--- src/rtl/periph_sdram_pkg.sv ---
// Shared types and sizes for the accelerator SDRAM request port.
package periph_sdram_pkg;

  localparam int unsigned ADDR_W      = 24;
  localparam int unsigned DATA_W      = 32;
  localparam int unsigned BURST_LEN_W = 3;
  localparam int unsigned MAX_BEATS   = 8;
  localparam int unsigned CNT_W       = $clog2(MAX_BEATS + 1);

  typedef enum logic [1:0] {
    ST_IDLE,
    ST_RD_ISSUE,
    ST_RD_DRAIN,
    ST_WR_ISSUE
  } state_e;

  function automatic logic [CNT_W-1:0] beats_from_len(input logic [BURST_LEN_W-1:0] len);
    return CNT_W'(len) + CNT_W'(1);
  endfunction

endpackage

--- src/rtl/periph_sdram_port.sv ---
// Responder for the peripheral SDRAM request stream; turns reads/writes into word
// transactions on the controller req/ack port. Optional watchdog: PERIPH_SDRAM_TIMEOUT_EN.
module periph_sdram_port
  import periph_sdram_pkg::*;
#(
  parameter int unsigned TIMEOUT_CYCLES = 1023
) (
  input  logic                   clk,
  input  logic                   reset_n,
  input  logic                   periph_rd,
  input  logic                   periph_wr,
  input  logic [ADDR_W-1:0]      periph_addr,
  input  logic [DATA_W-1:0]      periph_wdata,
  input  logic [3:0]             periph_wstrb,
  input  logic [BURST_LEN_W-1:0] periph_burst_len,
  input  logic                   periph_active,
  output logic                   periph_busy,
  output logic [DATA_W-1:0]      periph_rdata,
  output logic                   periph_rdata_valid,
  output logic                   periph_rdata_last,
  output logic                   periph_done,
  output logic                   periph_err,
  output logic                   sdram_req,
  output logic                   sdram_we,
  output logic [ADDR_W-1:0]      sdram_addr,
  output logic [DATA_W-1:0]      sdram_wdata,
  output logic [3:0]             sdram_wstrb,
  input  logic                   sdram_ack,
  input  logic [DATA_W-1:0]      sdram_rdata,
  input  logic                   sdram_rdata_valid
);

  state_e            state_q;
  logic [ADDR_W-1:0] base_q;
  logic [CNT_W-1:0]  beats_q;
  logic [CNT_W-1:0]  issued_q;
  logic [CNT_W-1:0]  returned_q;
  logic [CNT_W-1:0]  issued_d;
  logic [CNT_W-1:0]  returned_d;

  logic              busy_q;
  logic [DATA_W-1:0] rdata_q;
  logic              rvalid_q;
  logic              rlast_q;
  logic              done_q;
  logic              req_q;
  logic              we_q;
  logic [ADDR_W-1:0] addr_q;
  logic [DATA_W-1:0] wdata_q;
  logic [3:0]        wstrb_q;

  logic ack_take;
  logic rd_ack;
  logic beat_in;
  logic to_expire;

  always_comb begin
    ack_take   = req_q & sdram_ack;
    rd_ack     = ack_take & (state_q == ST_RD_ISSUE);
    beat_in    = sdram_rdata_valid & ((state_q == ST_RD_ISSUE) | (state_q == ST_RD_DRAIN));
    issued_d   = issued_q + CNT_W'(rd_ack);
    returned_d = returned_q + CNT_W'(beat_in);
  end

  always_ff @(posedge clk or negedge reset_n) begin
    if (!reset_n) begin
      state_q    <= ST_IDLE;
      base_q     <= '0;
      beats_q    <= '0;
      issued_q   <= '0;
      returned_q <= '0;
      busy_q     <= 1'b0;
      rdata_q    <= '0;
      rvalid_q   <= 1'b0;
      rlast_q    <= 1'b0;
      done_q     <= 1'b0;
      req_q      <= 1'b0;
      we_q       <= 1'b0;
      addr_q     <= '0;
      wdata_q    <= '0;
      wstrb_q    <= '0;
    end else begin
      rvalid_q <= 1'b0;
      rlast_q  <= 1'b0;
      done_q   <= 1'b0;
      if (beat_in) begin
        rdata_q  <= sdram_rdata;
        rvalid_q <= 1'b1;
      end
      unique case (state_q)
        ST_IDLE: begin
          // busy is still high during the done cycle, so hold off new requests until it drops
          busy_q <= 1'b0;
          if (!done_q && periph_active && periph_rd) begin
            state_q    <= ST_RD_ISSUE;
            base_q     <= periph_addr;
            addr_q     <= periph_addr;
            beats_q    <= beats_from_len(periph_burst_len);
            issued_q   <= '0;
            returned_q <= '0;
            req_q      <= 1'b1;
            we_q       <= 1'b0;
            busy_q     <= 1'b1;
          end else if (!done_q && periph_active && periph_wr) begin
            state_q <= ST_WR_ISSUE;
            addr_q  <= periph_addr;
            wdata_q <= periph_wdata;
            wstrb_q <= periph_wstrb;
            req_q   <= 1'b1;
            we_q    <= 1'b1;
            busy_q  <= 1'b1;
          end
        end
        ST_RD_ISSUE, ST_RD_DRAIN: begin
          issued_q   <= issued_d;
          returned_q <= returned_d;
          if (beat_in && (returned_d == beats_q)) begin
            rlast_q <= 1'b1;
            done_q  <= 1'b1;
            req_q   <= 1'b0;
            state_q <= ST_IDLE;
          end else if (rd_ack) begin
            if (issued_d == beats_q) begin
              req_q   <= 1'b0;
              state_q <= ST_RD_DRAIN;
            end else begin
              addr_q <= base_q + ADDR_W'(issued_d);
            end
          end else if (to_expire) begin
            req_q   <= 1'b0;
            done_q  <= 1'b1;
            state_q <= ST_IDLE;
          end
        end
        ST_WR_ISSUE: begin
          if (ack_take) begin
            req_q   <= 1'b0;
            we_q    <= 1'b0;
            done_q  <= 1'b1;
            state_q <= ST_IDLE;
          end else if (to_expire) begin
            req_q   <= 1'b0;
            we_q    <= 1'b0;
            done_q  <= 1'b1;
            state_q <= ST_IDLE;
          end
        end
        default: state_q <= ST_IDLE;
      endcase
    end
  end

`ifdef PERIPH_SDRAM_TIMEOUT_EN
  localparam int unsigned TO_W = $clog2(TIMEOUT_CYCLES + 1);

  logic [TO_W-1:0] to_q;
  logic            err_q;

  assign to_expire = (state_q != ST_IDLE) && !(ack_take || sdram_rdata_valid) &&
                     (to_q == TO_W'(TIMEOUT_CYCLES - 1));

  always_ff @(posedge clk or negedge reset_n) begin
    if (!reset_n) begin
      to_q  <= '0;
      err_q <= 1'b0;
    end else begin
      err_q <= to_expire;
      if ((state_q == ST_IDLE) || ack_take || sdram_rdata_valid) begin
        to_q <= '0;
      end else begin
        to_q <= to_q + TO_W'(1);
      end
    end
  end

  assign periph_err = err_q;
`else
  // The watchdog limit only has meaning when the timeout logic is built in.
  logic unused_timeout_cfg;
  assign unused_timeout_cfg = ^TIMEOUT_CYCLES;
  assign to_expire          = 1'b0;
  assign periph_err         = 1'b0;
`endif

  assign periph_busy        = busy_q;
  assign periph_rdata       = rdata_q;
  assign periph_rdata_valid = rvalid_q;
  assign periph_rdata_last  = rlast_q;
  assign periph_done        = done_q;
  assign sdram_req          = req_q;
  assign sdram_we           = we_q;
  assign sdram_addr         = addr_q;
  assign sdram_wdata        = wdata_q;
  assign sdram_wstrb        = wstrb_q;

endmodule

--- config.mk ---
export PLATFORM = sky130hd
export DESIGN_NAME = periph_sdram_port
export DESIGN_NICKNAME = d
export VERILOG_FILES = /design/src/rtl/periph_sdram_pkg.sv /design/src/rtl/periph_sdram_port.sv
export SDC_FILE = /design/constraint.sdc
export NUM_CORES = 1
export LEC_CHECK = 0
export CORE_MARGIN = 2
export CORE_UTILIZATION = 51
export DETAILED_ROUTE_END_ITERATION = 10
export HOLD_SLACK_MARGIN = 0.08
export PLACE_DENSITY = 0.95
export SLEW_MARGIN = 20
export SYNTH_ARGS = -nofsm -noshare
export SYNTH_HDL_FRONTEND = slang
export SYNTH_SLANG_ARGS = --single-unit
--- constraint.sdc ---
create_clock -name clk -period 5.57 [get_ports clk]
set_input_delay 1.671 -clock clk [delete_from_list [all_inputs] [get_ports clk]]
set_output_delay 1.671 -clock clk [all_outputs]
set_load 0.02 [all_outputs]
# == Word-level counts from Yosys, hierarchy flattened ==
# Index checks and enable logic that the tools add are counted.
# totals
regBits,136
word_cells,84
# classes
n_reduce_logical,15
n_mux,32
n_eq_ne,13
n_bitwise,5
add_sub_neg,4
# ops
op,count
2-to-1 mux 24 bit,5
case mux 24 bit (2 select lines),1
adder 24 x 4 -> 24 bit,1
case mux 4 bit (2 select lines),2
2-to-1 mux 1 bit,13
2-to-1 mux 2 bit,6
"!= test 2 bit, second input constant",5
"!= test 3 bit, second input constant",3
adder 4 x 1 -> 4 bit,2
equality test 4 bit,2
case mux 2 bit (3 select lines),1
AND reduction 3 bit,2
AND reduction 5 bit,1
"adder 3 x 1 -> 4 bit, second input constant",1
"equality test 2 bit, second input constant",2
logical AND 1 bit,4
2-to-1 mux 4 bit,1
case mux 1 bit (2 select lines),2
AND reduction 2 bit,2
AND reduction 4 bit,1
nonzero test 2 bit,2
bitwise AND 1 bit,3
case mux 1 bit (3 select lines),1
"equality test 2 x 1 -> 1 bit, second input constant",1
other kinds (5),5

# == Depth between registers and ports, before layout ==
# Gate-level depths: netlist of run 1.
# logic_depth
depth_word,8
ltp_mapped,14

# == Worst setup path before layout of run 1 ==
# OpenSTA, ideal clock, no wires.
# synth_timing
path_type,input port to flip-flop
from,in sdram_rdata_valid
to,reg addr_q[10] (netlist: sdram_addr[10])
t_required_ps,5445
setup_time_ps,125
path_buffers,2
path_slack_ps,1345
t_arrival_ps,4100
cell_stages,11
path_cell_list,nand2_1 > clkbuf_1 > inv_1 > ha_1 > ha_1 > xor3_1 > nor4_2 > nand2_1 > o211ai_4 > buf_12 > mux2_4
# synth_via
elab_chain_len,6
# synth_lines
element,line_no,rtl
from (decl),periph_sdram_port.sv:30,input logic sdram_rdata_valid
bitwise AND 1 bit *,periph_sdram_port.sv:60,beat_in = sdram_rdata_valid & ((state_q == ST_RD_ISSUE) | (state_q == ST_RD_DRAIN));
net beat_in,periph_sdram_port.sv:54,logic beat_in;
adder 4 x 1 -> 4 bit,periph_sdram_port.sv:62,returned_d = returned_q + CNT_W'(beat_in);
equality test 4 bit,periph_sdram_port.sv:117,if (beat_in && (returned_d == beats_q)) begin
logical AND 1 bit *,periph_sdram_port.sv:117,
!= test 2 bit (no source line) *,--,
AND reduction 5 bit (no source line) *,--,
to (signal assigned),periph_sdram_port.sv:97,addr_q <= periph_addr;
to (signal assigned),periph_sdram_port.sv:106,addr_q <= periph_addr;
to (signal assigned),periph_sdram_port.sv:127,addr_q <= base_q + ADDR_W'(issued_d);
to (decl),periph_sdram_port.sv:48,logic [ADDR_W-1:0] addr_q;
# Mark *: on every way through the listed nets, which the timed path passes. The rest lies on a longest branch.
# A chain may end at the register's enable or synchronous reset.

# == Worst setup path after layout of run 1 ==
# layout_timing
from,in sdram_ack
to,reg addr_q[3] (netlist: sdram_addr[3])
# layout_via
elab_chain_len,8
word_cells_on_any_way,12
classes_between,add/sub: 2; eq/ne: 3; mux: 4; bitwise: 2; reduce/logical: 1
# layout_lines
element,line_no,rtl
from (decl),periph_sdram_port.sv:28,"input logic sdram_ack,"
bitwise AND 1 bit *,periph_sdram_port.sv:58,ack_take = req_q & sdram_ack;
bitwise AND 1 bit *,periph_sdram_port.sv:59,rd_ack = ack_take & (state_q == ST_RD_ISSUE);
adder 4 x 1 -> 4 bit,periph_sdram_port.sv:61,issued_d = issued_q + CNT_W'(rd_ack);
adder 24 x 4 -> 24 bit,periph_sdram_port.sv:127,
2-to-1 mux 24 bit,periph_sdram_port.sv:123,if (issued_d == beats_q) begin
2-to-1 mux 24 bit,periph_sdram_port.sv:122,end else if (rd_ack) begin
2-to-1 mux 24 bit,periph_sdram_port.sv:117,
case mux 24 bit (2 select lines),periph_sdram_port.sv:90,unique case (state_q)
# Every way passes the cells marked *; elsewhere a longest branch is shown, timed or not. The select of a mux whose other input is x is not followed.

==> results of run 1 <==
[logic make-up after synthesis]
group	after synthesis	share of synthesized area (%)
xor gates and xnor gates	19	3.32
adders and majority gates	13	2.65
buffers and inverters	34	3.06
AOI/OAI and AO/OA	75	8.02
other	1	0.0585
DFF	135	52.7
muxes	123	22.6
and+or+nand+nor	91	7.57
[flip-flops by register name, indices dropped and copies added (netlist names), 4 cells and up]
signal / cells
returned_q: 4
sdram_wstrb: 4
sdram_wdata: 32
issued_q: 4
sdram_addr: 24
beats_q: 4
periph_rdata: 32
base_q: 24
[cells in the mapped netlist (3+ instances only)]
master    count
dfrtp_1     135
mux2_2      100
nor2_1       23
nand2_1      21
mux2_4       19
a31oi_1      13
o21ai_0      13
a21oi_1      12
clkbuf_1     12
ha_1         12
nand3_1      12
o31ai_1      11
or4_1        11
xnor2_1      11
inv_1         9
a22o_1        6
buf_2         6
xor2_1        5
a211oi_1      4
and3_1        4
mux2i_1       4
nor2b_1       4
or3_1         3
[metal layers]
metal | global-route usage (%) | up-vias | share of wire, %
met5 | 0 | - | 0
li1 | - | 2185 | -
met4 | 8.41 | 0 | 2.4
met2 | 48.0 | 253 | 52
met1 | 30.5 | 2447 | 37
met3 | 10.1 | 39 | 8.8
[layout make-up]
cell class	instances	area (um2)	share of cell area, %
well taps	168	210	2.32
multi-input cells	322	2840	31.4
clock inverters	4	45.0	0.498
repair buffers	206	2050	22.6
flip-flops and latches	135	3380	37.3
inverters	9	33.8	0.373
clock buffers	26	489	5.41
[path summary, 6_finish.rpt]
check	slack, ns	cells after the start	from	end
max in group asynchronous	3.19	2	reset_n	sdram_wdata[2]
min reg2reg	0.50	1	periph_rdata[9]	periph_rdata[9]
max	0.93	9	sdram_ack	sdram_addr[3]
min in group asynchronous	1.33	1	reset_n	sdram_addr[22]
min	0.50	1	periph_rdata[9]	periph_rdata[9]
max reg2reg	1.57	12	state_q[0]	sdram_addr[3]
[power by group through the flow]
stage / clock (mW) / combinational (mW) / sequential (mW)
after floorplan: 0 / 1.39 / 2.19
after CTS: 1.04 / 2.93 / 1.83
after global routing: 1.09 / 3.10 / 1.89
after global placement: 0 / 2.78 / 1.78
final: 1.03 / 2.92 / 1.83
after detailed placement: 0 / 2.90 / 1.83
[per-stage QoR]
stage | hold WS [ns] | area, um2 | util (%) | worst slack, ns
finish | 0.501 | 9050 | 74.4 | 0.933
global route | 0.518 | 9050 | 74.4 | 0.823
CTS | 0.503 | 9050 | 74.4 | 0.996
detailed placement | 0.494 | 8510 | 70.0 | 0.626
global placement | 0.486 | 8510 | 70.0 | 0.772
floorplan | 0.480 | 6410 | - | 1.34
==> flow_metrics.tcl, run 1 <==
set metrics [dict create \
    status "finished, final reports clean" \
    clkTransAtPathRegs_ns 0.05 \
    grt_pass1_vias 5254 \
    die_w_um 116 \
    fin_total_pwr_mw 5.78 \
    ios 201 \
    skew_ns 0.00728 \
    grt_usage_pct 27.1 \
    syn_inst 491 \
    critPathLaunchType "input port" \
    ys_types 54 \
    antenna_cells 0 \
    drv_cap 0 \
    gp_congestion 0.817 \
    vias 4924 \
    crit_arrival_ns 4.93 \
    rows 40 \
    die_h_um 116 \
    synth-seq-cells 135 \
    syn_area_um2 6410 \
    synth-seq-area-share_pct 52.7 \
    antenna_found_initial 0 \
    critPathRequiredTime_ns 5.86 \
    vdd_drop_max_v 0.000428 \
    slew_viol_final 0 \
    drtIter0Drc 490 \
    cp_slowest_cell "o211ai_4" \
    h-tree-depth 4 \
    ys_top_cells_by_area "dfrtp_1 53%, mux2_2 18%, mux2_4 4.4%, ha_1 2.3%, xnor2_1 1.5%" \
    crit_type "input port to register" \
    synth-main-ff-cell "dfrtp_1" \
    synth_top_cell_area_share_pct 52.7 \
    cp.buffers_inverters 1 \
    path_cells "clkdlybuf4s50_1 -> and3_1 -> ha_1 -> ha_1 -> xor3_1 -> nor3_4 -> a21oi_2 -> o211ai_4 -> mux2_2" \
    vias_per_cell 5.66 \
    ant_nets 0 \
    clk-insertion-delay-late_ns 0.42 \
    postCtsHoldBufs 0 \
    coreArea_um2 12200 \
    pwr-share-clk_pct 17.9 \
    max_slew_margin_pct 24.7 \
    fillers 760 \
    die-area_um2 13500 \
    final_cell_mix "198 x clkdlybuf4s50_1, 135 x dfrtp_1, 100 x mux2_2" \
    max_freq_mhz 216 \
    tns_ns 0 \
    internal-power_mw 3.61 \
    p_seq_share_pct 31.6 \
    final_common_cell "clkdlybuf4s50_1" \
    grt_max_degree 98 \
    slowest_delay_ns 0.90 \
    cp_common_cell "ha_1" \
    layout_min_cycle_time_ns 4.64 \
    hpwl_um 12500 \
    area_growth_pct 41.1 \
    grt_pass1_wl_um 27600 \
    routed_wl_um 17700 \
    cts_tree "yes" \
    drive_gt1_share_pct 22.5 \
    critPathCaptureType "register" \
    io_buffers 199 \
    crit_fanout 23 \
    cts_resized 0 \
    root_buffer "clkbuf_16" \
    crit_family "compound AO/OA/AOI/OAI gates" \
    worst_pin_slew_ns 1.12 \
    powerDensity_nw_per_um2 639 \
    clock_path_buffers 2 \
    gr-total-overflow 0 \
    post_cts_buffers 0 \
    fin_cells 870 \
    power_switching_mw 2.17 \
    syn-num-nets 606 \
    drc 0 \
    synth_top_area_cell "dfrtp_1" \
    cts.sinks 135 \
    setup_viol 0 \
    place_inst 840 \
    async_flop_share_pct 100 \
    leakagePower_nw 3.85 \
    start_util_pct 52.7 \
    min_period_over_period_pct 83.2 \
    synth_edf_count 0 \
    p_sw_share_pct 37.5 \
    yosysWarningCount 0 \
    p_comb_share_pct 50.5 \
    post_drt_wl_per_cell_um 20.3 \
    hp-class "register to register" \
    first_pass_iters 5 \
    cts_buffers 17 \
    fin_nets 806 \
    hold_viol 0 \
    rsz0062_at_grt "false" \
    synth.avg_cell_area_um2 13.1 \
]
Note: power is estimated with default switching activity, not from simulation.
==> inputs of run 2 (changes only) <==
Settings changed: CORE_UTILIZATION 51 to 42, PLACE_DENSITY 0.95 to 0.87.
Clock period 5.57 ns to 4.1 ns, I/O delays scaled along.
==> run 2 against run 1 <==
Setup slack lost 0.68 ns; routed wire length decreased by 8.4%; via count fell by 2.6%; largest power group unchanged.
==> flow_metrics.tcl, run 2 (synthesis gave the netlist of run 1 again) <==
set metrics [dict create \
    status "finished, final reports clean" \
    leakagePower_nw 3.94 \
    grt_max_degree 70 \
    fin_area_um2 9240 \
    root_buffer "clkbuf_16" \
    max_slew_margin_pct 50.4 \
    cp.buffers_inverters 2 \
    fin_nets 818 \
    cts.sinks 135 \
    antenna_cells 0 \
    setup_ws_ns 0.257 \
    drive_gt1_share_pct 24.9 \
    met2_usage_pct 33.2 \
    setup_viol 0 \
    final_common_cell "clkdlybuf4s50_1" \
    h-tree-depth 4 \
    vias_per_cell 5.30 \
    ios 201 \
    grtUsageMet1_pct 24.5 \
    routed_wl_um 16200 \
    coreArea_um2 15000 \
    start_util_pct 42.7 \
    critPathCaptureType "register" \
    gr-total-overflow 0 \
    grt_pass1_wl_um 26200 \
    skew_ns 0.0105 \
    ant_nets 0 \
    drtIter0Drc 382 \
    worst_pin_slew_ns 0.742 \
    rsz0062_at_grt "false" \
    clk-insertion-delay-late_ns 0.42 \
    hpwl_um 11700 \
    gp_congestion 0.894 \
    grtUsageMet3_pct 8.29 \
    whs_ns 0.504 \
    post_drt_wl_per_cell_um 17.9 \
    cts_tree "yes" \
    crit_arrival_ns 4.14 \
    die_w_um 128 \
    io_buffers 199 \
    critPathRequiredTime_ns 4.40 \
    max_freq_mhz 260 \
    postCtsHoldBufs 0 \
    clock_path_buffers 2 \
    first_pass_iters 5 \
    drv_cap 0 \
    clkTransAtPathRegs_ns 0.06 \
    min_period_over_period_pct 93.7 \
    die_h_um 128 \
    vias 4794 \
    antenna_found_initial 0 \
    powerDensity_nw_per_um2 855 \
    rows 45 \
    slew_viol_final 0 \
    layout_min_cycle_time_ns 3.84 \
    area_growth_pct 44.1 \
    cts_buffers 17 \
    grt_pass1_vias 5147 \
    vdd_drop_max_v 0.000468 \
    drc 0 \
    die-area_um2 16300 \
    crit_family "compound AO/OA/AOI/OAI gates" \
    fin_util_pct 61.5 \
    crit_fanout 4 \
    critPathLaunchType "input port" \
    fin_total_pwr_mw 7.90 \
    path_cells "clkdlybuf4s50_1 -> and3_1 -> ha_1 -> nand3_1 -> xnor2_1 -> ha_1 -> a21oi_1 -> a2111oi_1 -> buf_4 -> xnor2_1 -> a21oi_1 -> mux2_4" \
    slowest_delay_ns 0.51 \
    hp-class "register to register" \
    crit_type "input port to register" \
    grt_usage_pct 20.7 \
    cp_slowest_cell "clkdlybuf4s50_1" \
    placed_area_um2 8650 \
    dpl_worst_slack_ns -0.199 \
    busiest_layer "met2" \
    fillers 1134 \
    final_cell_mix "198 x clkdlybuf4s50_1, 135 x dfrtp_1, 100 x mux2_2" \
    hold_viol 0 \
]
[run 2: path summary, 6_finish.rpt]
kind / from / endpoint / slack, ns / cells past startpoint
worst max-delay path: sdram_ack / sdram_addr[12] / 0.26 / 12
worst min-delay path: sdram_addr[6] / sdram_addr[6] / 0.50 / 1
worst max register to register: state_q[0] / sdram_addr[12] / 0.84 / 12
worst min register to register: sdram_addr[6] / sdram_addr[6] / 0.50 / 1
max in group asynchronous: reset_n / base_q[8] / 2.50 / 2
min in group asynchronous: reset_n / periph_rdata[15] / 0.81 / 1
[run 2: layer usage]
layer | part of all wire (%) | wire length [um]
met5 | 0 | 0
met4 | 2.7 | 430
met3 | 9.8 | 1590
met2 | 49 | 7880
met1 | 39 | 6320
[run 2: area by class of cell]
| cell class | instances | area [um2] | area share (%) |
|---|---|---|---|
| Clock inverter | 10 | 95.1 | 1.03 |
| Multi-Input combinational cell | 322 | 2850 | 30.8 |
| Timing Repair Buffer | 218 | 2160 | 23.4 |
| Clock buffer | 22 | 494 | 5.35 |
| Sequential cell | 135 | 3380 | 36.6 |
| Tap cell | 188 | 235 | 2.55 |
| Inverter | 9 | 33.8 | 0.366 |
[run 2: what timing repair did]
action,in CTS,in global routing
endpoints found under the setup margin,0,1
buffers inserted,0,0
endpoints found under the hold margin,0,0
gates resized for setup,0,1
[run 2: metrics by stage]
| step | cells | TNS (ns) |
|---|---|---|
| floorplan | 491 | 0 |
| global placement | 872 | 0 |
| detailed placement | 872 | -1.17 |
| CTS | 904 | 0 |
| global route | 904 | 0 |
| finish | 904 | 0 |
[run 2: power breakdown]
group	switching [mW]	internal, mW
clock network	0.582	0.913
logic	1.86	2.07
registers	0.478	1.99
total	2.92	4.98
